File: config.mk
export PLATFORM = sky130hd
export DESIGN_NAME = aes_block_sequencer
export DESIGN_NICKNAME = d
export VERILOG_FILES = /design/src/rtl/aes_block_sequencer.sv
export SDC_FILE = /design/constraint.sdc
export NUM_CORES = 1
export LEC_CHECK = 0
export CAP_MARGIN = 10
export CORE_ASPECT_RATIO = 1.25
export CORE_MARGIN = 2
export CORE_UTILIZATION = 52
export CTS_CLUSTER_DIAMETER = 80
export CTS_CLUSTER_SIZE = 24
export DETAILED_ROUTE_END_ITERATION = 10
export GPL_TIMING_DRIVEN = 0
export PLACE_DENSITY_LB_ADDON = 0.1
export SLEW_MARGIN = 20
export SYNTH_ARGS = -nofsm -noshare
export SYNTH_HDL_FRONTEND = slang
export SYNTH_SLANG_ARGS = --single-unit
File: constraint.sdc
create_clock -name clk_in -period 5.05 [get_ports clk_in]
set_input_delay 1.01 -clock clk_in [delete_from_list [all_inputs] [get_ports clk_in]]
set_output_delay 1.01 -clock clk_in [all_outputs]
set_load 0.02 [all_outputs]
File: src/rtl/aes_block_sequencer.sv
// rtl/aes_block_sequencer.sv - job engine moving 8-word blocks between memory and aes_coprocessor
// Optional feature: define AES_SEQ_TIMEOUT_EN to bound status polls per block and raise err_out.
module aes_block_sequencer #(
    parameter logic [31:0] AES_BASE    = 32'h0004_0000,
    parameter logic [31:0] IN_OFF      = 32'h0000_0000,
    parameter logic [31:0] OUT_OFF     = 32'h0000_0404,
    parameter logic [31:0] CTRL_OFF    = 32'h0000_1000,
    parameter int          BLOCK_WORDS = 8,
    parameter int          RD_LAT      = 2,
    parameter int          POLL_LIMIT  = 1024
) (
    input  logic        clk_in,
    input  logic        rst_in,
    input  logic [31:0] cfg_src_addr_in,
    input  logic [31:0] cfg_dst_addr_in,
    input  logic [15:0] cfg_len_in,
    input  logic        cfg_mode_in,
    input  logic        start_in,
    input  logic        abort_in,
    output logic        busy_out,
    output logic        done_out,
    output logic        err_out,
    output logic [15:0] blocks_done_out,
    output logic [31:0] mem_addr_out,
    output logic [31:0] mem_data_out,
    output logic [3:0]  mem_we_out,
    input  logic [31:0] mem_data_in,
    output logic [31:0] aes_addr_out,
    output logic [31:0] aes_data_out,
    output logic [3:0]  aes_we_out,
    input  logic [31:0] aes_data_in
);

    typedef enum logic [3:0] {
        S_IDLE, S_LOAD_RD, S_LOAD_WR, S_KICK, S_POLL_RD, S_POLL_CHK,
        S_UNLOAD_RD, S_UNLOAD_WR, S_NEXT, S_FINISH
    } state_t;

    state_t      state_q, state_d;
    logic [31:0] src_q, src_d;
    logic [31:0] dst_q, dst_d;
    logic [15:0] len_q, len_d;
    logic        mode_q, mode_d;
    logic [15:0] blocks_done_q, blocks_done_d;
    logic [7:0]  word_q, word_d;
    logic [7:0]  lat_q, lat_d;
    logic [31:0] rd_data_q, rd_data_d;
    logic [15:0] blocks_inc;
    logic [31:0] word_off;
`ifdef AES_SEQ_TIMEOUT_EN
    logic [15:0] poll_cnt_q, poll_cnt_d;
    logic        err_q, err_d;
`endif

    localparam logic [7:0] LAT_LAST  = 8'(RD_LAT - 1);
    localparam logic [7:0] WORD_LAST = 8'(BLOCK_WORDS - 1);

    assign word_off = {22'd0, word_q, 2'b00};

    always_comb begin
        state_d       = state_q;
        src_d         = src_q;
        dst_d         = dst_q;
        len_d         = len_q;
        mode_d        = mode_q;
        blocks_done_d = blocks_done_q;
        word_d        = word_q;
        lat_d         = lat_q;
        rd_data_d     = rd_data_q;
        blocks_inc    = blocks_done_q + {15'd0, (len_q != 16'd0)};
`ifdef AES_SEQ_TIMEOUT_EN
        poll_cnt_d    = poll_cnt_q;
        err_d         = err_q;
`endif
        // Abort wins over everything; counters and captured data simply freeze.
        if (abort_in && state_q != S_IDLE) begin
            state_d = S_IDLE;
        end else begin
            case (state_q)
                S_IDLE: begin
                    if (start_in) begin
                        src_d         = cfg_src_addr_in;
                        dst_d         = cfg_dst_addr_in;
                        len_d         = cfg_len_in;
                        mode_d        = cfg_mode_in;
                        blocks_done_d = 16'd0;
                        word_d        = 8'd0;
                        lat_d         = 8'd0;
`ifdef AES_SEQ_TIMEOUT_EN
                        err_d         = 1'b0;
`endif
                        // An empty job passes through NEXT once so done still pulses.
                        state_d = (cfg_len_in == 16'd0) ? S_NEXT : S_LOAD_RD;
                    end
                end
                S_LOAD_RD: begin
                    if (lat_q == LAT_LAST) begin
                        rd_data_d = mem_data_in;
                        lat_d     = 8'd0;
                        state_d   = S_LOAD_WR;
                    end else begin
                        lat_d = lat_q + 8'd1;
                    end
                end
                S_LOAD_WR: begin
                    src_d = src_q + 32'd4;
                    if (word_q == WORD_LAST) begin
                        word_d  = 8'd0;
                        state_d = S_KICK;
                    end else begin
                        word_d  = word_q + 8'd1;
                        state_d = S_LOAD_RD;
                    end
                end
                S_KICK: begin
                    lat_d   = 8'd0;
`ifdef AES_SEQ_TIMEOUT_EN
                    poll_cnt_d = 16'd0;
`endif
                    state_d = S_POLL_RD;
                end
                S_POLL_RD: begin
                    if (lat_q == LAT_LAST) begin
                        rd_data_d = aes_data_in;
                        lat_d     = 8'd0;
                        state_d   = S_POLL_CHK;
                    end else begin
                        lat_d = lat_q + 8'd1;
                    end
                end
                S_POLL_CHK: begin
                    if (rd_data_q[2]) begin
                        state_d = S_UNLOAD_RD;
                    end else begin
`ifdef AES_SEQ_TIMEOUT_EN
                        if (poll_cnt_q == 16'(POLL_LIMIT - 1)) begin
                            err_d   = 1'b1;
                            state_d = S_IDLE;
                        end else begin
                            poll_cnt_d = poll_cnt_q + 16'd1;
                            state_d    = S_POLL_RD;
                        end
`else
                        state_d = S_POLL_RD;
`endif
                    end
                end
                S_UNLOAD_RD: begin
                    if (lat_q == LAT_LAST) begin
                        rd_data_d = aes_data_in;
                        lat_d     = 8'd0;
                        state_d   = S_UNLOAD_WR;
                    end else begin
                        lat_d = lat_q + 8'd1;
                    end
                end
                S_UNLOAD_WR: begin
                    dst_d = dst_q + 32'd4;
                    if (word_q == WORD_LAST) begin
                        word_d  = 8'd0;
                        state_d = S_NEXT;
                    end else begin
                        word_d  = word_q + 8'd1;
                        state_d = S_UNLOAD_RD;
                    end
                end
                S_NEXT: begin
                    blocks_done_d = blocks_inc;
                    state_d       = (blocks_inc == len_q) ? S_FINISH : S_LOAD_RD;
                end
                S_FINISH: state_d = S_IDLE;
                default:  state_d = S_IDLE;
            endcase
        end
    end

    always_ff @(posedge clk_in or negedge rst_in) begin
        if (!rst_in) begin
            state_q       <= S_IDLE;
            src_q         <= '0;
            dst_q         <= '0;
            len_q         <= '0;
            mode_q        <= 1'b0;
            blocks_done_q <= '0;
            word_q        <= '0;
            lat_q         <= '0;
            rd_data_q     <= '0;
`ifdef AES_SEQ_TIMEOUT_EN
            poll_cnt_q    <= '0;
            err_q         <= 1'b0;
`endif
        end else begin
            state_q       <= state_d;
            src_q         <= src_d;
            dst_q         <= dst_d;
            len_q         <= len_d;
            mode_q        <= mode_d;
            blocks_done_q <= blocks_done_d;
            word_q        <= word_d;
            lat_q         <= lat_d;
            rd_data_q     <= rd_data_d;
`ifdef AES_SEQ_TIMEOUT_EN
            poll_cnt_q    <= poll_cnt_d;
            err_q         <= err_d;
`endif
        end
    end

    // Bus outputs decode from registered state only, so reset clears them at once.
    always_comb begin
        mem_addr_out = '0;
        mem_data_out = '0;
        mem_we_out   = '0;
        aes_addr_out = '0;
        aes_data_out = '0;
        aes_we_out   = '0;
        case (state_q)
            S_LOAD_RD: mem_addr_out = src_q;
            S_LOAD_WR: begin
                aes_we_out   = 4'hf;
                aes_addr_out = AES_BASE + IN_OFF + word_off;
                aes_data_out = rd_data_q;
            end
            S_KICK: begin
                aes_we_out   = 4'hf;
                aes_addr_out = AES_BASE + CTRL_OFF;
                aes_data_out = mode_q ? 32'h2 : 32'h1;
            end
            S_POLL_RD, S_POLL_CHK: aes_addr_out = AES_BASE + CTRL_OFF;
            S_UNLOAD_RD: aes_addr_out = AES_BASE + OUT_OFF + word_off;
            S_UNLOAD_WR: begin
                mem_we_out   = 4'hf;
                mem_addr_out = dst_q;
                mem_data_out = rd_data_q;
            end
            default: ;
        endcase
    end

    assign busy_out        = (state_q != S_IDLE) && (state_q != S_FINISH);
    assign done_out        = (state_q == S_FINISH);
    assign blocks_done_out = blocks_done_q;
`ifdef AES_SEQ_TIMEOUT_EN
    assign err_out         = err_q;
`else
    assign err_out         = 1'b0;
`endif

endmodule

==> run_summary.xml <==
<?xml version="1.0" encoding="UTF-8"?>
<metrics>
  <group name="global_routing">
    <metric name="antenna_violations_before_repair" unit="">1</metric>
    <metric name="first_global_vias" unit="">10200</metric>
    <metric name="largest_net_degree_at_the_start_of_global_routing" unit="">93</metric>
    <metric name="tot_gr_track_use" unit="%">34.8</metric>
    <metric name="grt_first_pass_wirelength" unit="microns">54300</metric>
    <metric name="grt_overflow" unit="">0</metric>
  </group>
  <group name="logic_synthesis">
    <metric name="synth-seq-area-share" unit="%">38.3</metric>
    <metric name="yosys-top-cells-area" unit="">sky130_fd_sc_hd__dfrtp_1 38%, sky130_fd_sc_hd__nand2_1 7.4%, sky130_fd_sc_hd__mux2i_1 4.5%</metric>
    <metric name="synth_top_cells_by_count" unit="">192 x sky130_fd_sc_hd__nand2_1, 149 x sky130_fd_sc_hd__dfrtp_1, 81 x sky130_fd_sc_hd__a21oi_1</metric>
    <metric name="ys_async_sr_fraction" unit="%">100</metric>
    <metric name="synth.cell_area" unit="sq mm">0.00975</metric>
    <metric name="synth_flop_cell" unit="">sky130_fd_sc_hd__dfrtp_1</metric>
    <metric name="post-synth-top-area-cell" unit="">sky130_fd_sc_hd__dfrtp_1</metric>
    <metric name="synth_cells" unit="">1190</metric>
    <metric name="ys_seq_elements" unit="">149</metric>
    <metric name="syn_avg_cell_area" unit="sq um">8.19</metric>
    <metric name="synthMostInstantiatedCell" unit="">sky130_fd_sc_hd__nand2_1</metric>
    <metric name="synth.top_cell.area_share" unit="%">38.3</metric>
    <metric name="synth_enable_flop_cells" unit="">0</metric>
    <metric name="ys_types" unit="">75</metric>
    <metric name="yosysWarningCount" unit="">0</metric>
  </group>
  <group name="clock_tree">
    <metric name="cts_tree" unit="">done</metric>
    <metric name="cts.sink_count" unit="">149</metric>
    <metric name="cts.reportedPaths.clkPinSlew" unit="ps">60</metric>
    <metric name="cts.path.max_buffers" unit="">2</metric>
    <metric name="cts_root_buffer" unit="">sky130_fd_sc_hd__clkbuf_16</metric>
    <metric name="worst_skew_pair.late_latency" unit="ps">430</metric>
    <metric name="postCtsSetupBuffers" unit="">0</metric>
    <metric name="htree_num_levels" unit="">4</metric>
    <metric name="cts_buffers" unit="">17</metric>
    <metric name="cts_hold_buffers" unit="">0</metric>
    <metric name="postCtsResizedCells" unit="">0</metric>
  </group>
  <group name="min_path">
    <metric name="holdCritStartpoint" unit="">dst_q[0]</metric>
    <metric name="hold_end" unit="">dst_q[0]</metric>
    <metric name="min_path_cells" unit="">2</metric>
    <metric name="worstHoldPathType" unit="">register to register</metric>
  </group>
  <group name="floorplan">
    <metric name="io_pins" unit="">304</metric>
    <metric name="die_y" unit="microns">157</metric>
    <metric name="std_cell_rows" unit="">56</metric>
    <metric name="fp.dieArea" unit="sq mm">0.0199</metric>
    <metric name="core_region_area" unit="sq mm">0.0186</metric>
    <metric name="die_x" unit="microns">126</metric>
    <metric name="floorplan.initialDensity" unit="%">52.5</metric>
  </group>
  <group name="worst_setup_path">
    <metric name="cpPeakStageDelay" unit="ps">620</metric>
    <metric name="critical_path.max_fanout" unit="">10</metric>
    <metric name="timing.reg2reg.worst_path_depth" unit="">9</metric>
    <metric name="crit_path_cell_trace" unit="">clkbuf_1 &gt; nor3_1 &gt; clkbuf_1 &gt; buf_1 &gt; and2_1 &gt; clkdlybuf4s50_1</metric>
    <metric name="critical_path.reg2reg.endpoint" unit="">state_q[3]</metric>
    <metric name="reg2reg_from" unit="">len_q[3]</metric>
    <metric name="crit_path_end_kind" unit="">output pin</metric>
    <metric name="worst_ep_required_time" unit="ps">4040</metric>
    <metric name="crit_path_top_delay_cell" unit="">sky130_fd_sc_hd__clkdlybuf4s50_1</metric>
    <metric name="worstPathArrival" unit="ps">3650</metric>
    <metric name="critical_path_class" unit="">register to output pin</metric>
    <metric name="r2r_setup_slack" unit="ps">1920</metric>
    <metric name="timing.critical_path.mode_cell" unit="">sky130_fd_sc_hd__clkbuf_1</metric>
    <metric name="timing.critical_path.from_type" unit="">register</metric>
  </group>
  <group name="routing">
    <metric name="drt_iter0_drc" unit="">882</metric>
    <metric name="routedWlPerCell" unit="microns">19.8</metric>
    <metric name="antenna_left" unit="">0</metric>
    <metric name="via_per_inst" unit="">5.96</metric>
    <metric name="detail_route.first_pass.iterations" unit="">6</metric>
    <metric name="via_count" unit="">10500</metric>
    <metric name="wirelength" unit="microns">34800</metric>
    <metric name="detail_route.drc_violations" unit="">0</metric>
  </group>
  <group name="placement">
    <metric name="gp_congestion" unit="">0.956</metric>
    <metric name="port_buffers" unit="">281</metric>
    <metric name="place_hpwl" unit="microns">26200</metric>
  </group>
  <group name="timing">
    <metric name="clock_skew" unit="ps">9.60</metric>
    <metric name="hold_slack" unit="ps">469</metric>
    <metric name="grt_setup_unrepaired" unit="">no</metric>
    <metric name="total_of_endpoints_with_negative_setup_slack_in_the_final_report" unit="">0</metric>
    <metric name="clock.fmax" unit="MHz">215</metric>
    <metric name="final.min_clock_period" unit="ps">4660</metric>
    <metric name="max_slew.worst_pin.slew" unit="ps">830</metric>
    <metric name="timing_max_transition_violations_final" unit="">0</metric>
    <metric name="timing.slew.headroom" unit="%">44.5</metric>
    <metric name="post-route-period-util" unit="%">92.2</metric>
    <metric name="final_hold_violating_endpoints" unit="">0</metric>
  </group>
  <group name="status">
    <metric name="outcome" unit="">finished clean</metric>
  </group>
  <group name="finish">
    <metric name="finish.net_count" unit="">1667</metric>
    <metric name="layout-area-overhead-vs-synth" unit="%">39.5</metric>
    <metric name="drive_gt1_share" unit="%">8.08</metric>
  </group>
  <group name="power">
    <metric name="power_density_of_the_placed_cells" unit="mW/mm^2">470</metric>
    <metric name="total_power" unit="mW">6.39</metric>
    <metric name="power.ir.vdd_worst" unit="V">0.000380</metric>
    <metric name="leakagePower" unit="nW">5.62</metric>
  </group>
  <group name="job">
    <metric name="max_cap_viol_count" unit="">0</metric>
  </group>
</metrics>
==> critical path, delay by kind of cell (launching register included) <==
kind,cells,cell delay [ps]
and+or+nand+nor,2,770
DFF,1,440
buffers and inverters,4,2000
==> layer usage <==
metal	share of wire (%)	GRT usage [%]
met5	0	0
met4	4.9	17.8
met3	7.5	6.66
met2	50	59.5
met1	38	41.6
==> area by class of cell <==
| cell class | instances | area, sq um |
|---|---|---|
| sequential | 149 | 3730 |
| multi-input combinational | 933 | 5460 |
| tap | 232 | 290 |
| antenna | 1 | 2.50 |
| timing repair buffer | 282 | 2850 |
| fill | 1494 | 4970 |
| buffer | 109 | 564 |
| inverter | 19 | 71.3 |
| clock buffer | 18 | 429 |
| clock inverter | 12 | 201 |
==> through the flow <==
step                      worst slack (ps)  util, %  instance area (sq um)  instances  TNS, ps
after detailed placement               869     69.8                  13000       1724        0
final                                  392     73.2                  13600       1755        0
after global placement               -3320     69.6                  12900       1723  -493410
after CTS                              396     73.2                  13600       1754        0
after global routing                   255     73.2                  13600       1755        0
after floorplan                       2110        -                   9820       1210        0
==> logic make-up (layout without fill, tap and decap cells) <==
logic type                 Yosys count  count (layout)  share of synthesized area, %
muxes                               50              50                          5.21
adders and majority gates            7               7                         0.899
AOI/OAI and AO/OA                  322             322                          20.5
buffers and inverters              128             440                          6.52
and+or+nand+nor                    505             505                          26.0
other                                1              22                        0.0385
DFF                                149             149                          38.3
xor gates and xnor gates            28              28                          2.52
==> flip-flops by register name, indices dropped and copies added (netlist names) <==
| register | flops |
|---|---|
| mode_q | 1 |
| blocks_done_out | 16 |
| lat_q | 8 |
| word_q | 8 |
| dst_q | 32 |
| len_q | 16 |
| src_q | 32 |
| rd_data_q | 32 |
| state_q | 4 |
==> worst max path at each step <==
stage	start	endpoint	cells after the start
2_1_floorplan	state_q[2]	mem_data_out[24]	6
3_3_place_gp	rst_in	src_q[6]	1
3_5_place_dp	state_q[3]	aes_data_out[25]	6
4_1_cts	state_q[3]	aes_data_out[25]	6
5_1_grt	state_q[3]	aes_addr_out[2]	7
6_report	state_q[3]	aes_data_out[25]	6
==> report_power, final <==
| group | total, mW | internal, mW | switching [mW] |
|---|---|---|---|
| sequential | 2.15 | 1.64 | 0.513 |
| clock | 1.40 | 0.874 | 0.527 |
| combinational | 2.84 | 1.18 | 1.65 |
| total | 6.39 | 3.70 | 2.69 |
==> placed cells by master, fill, tap and decap left out, types with 13 or more instances in the layout <==
cell,count
sky130_fd_sc_hd__xnor2_1,17
sky130_fd_sc_hd__nor2_1,75
sky130_fd_sc_hd__mux2i_1,44
sky130_fd_sc_hd__a2bb2oi_1,13
sky130_fd_sc_hd__nand3_1,49
sky130_fd_sc_hd__conb_1,21
sky130_fd_sc_hd__o21ai_0,46
sky130_fd_sc_hd__clkbuf_1,45
sky130_fd_sc_hd__clkdlybuf4s50_1,280
sky130_fd_sc_hd__a21oi_1,81
sky130_fd_sc_hd__buf_2,27
sky130_fd_sc_hd__buf_4,30
sky130_fd_sc_hd__nand2_1,192
sky130_fd_sc_hd__and3_1,21
sky130_fd_sc_hd__o22ai_1,30
sky130_fd_sc_hd__nor3_1,16
sky130_fd_sc_hd__and2_1,66
sky130_fd_sc_hd__clkbuf_16,17
sky130_fd_sc_hd__inv_1,16
sky130_fd_sc_hd__o21ai_1,65
sky130_fd_sc_hd__dfrtp_1,149
sky130_fd_sc_hd__nand4_1,20
sky130_fd_sc_hd__a22o_1,37
Power figures use the tool's default switching activity.
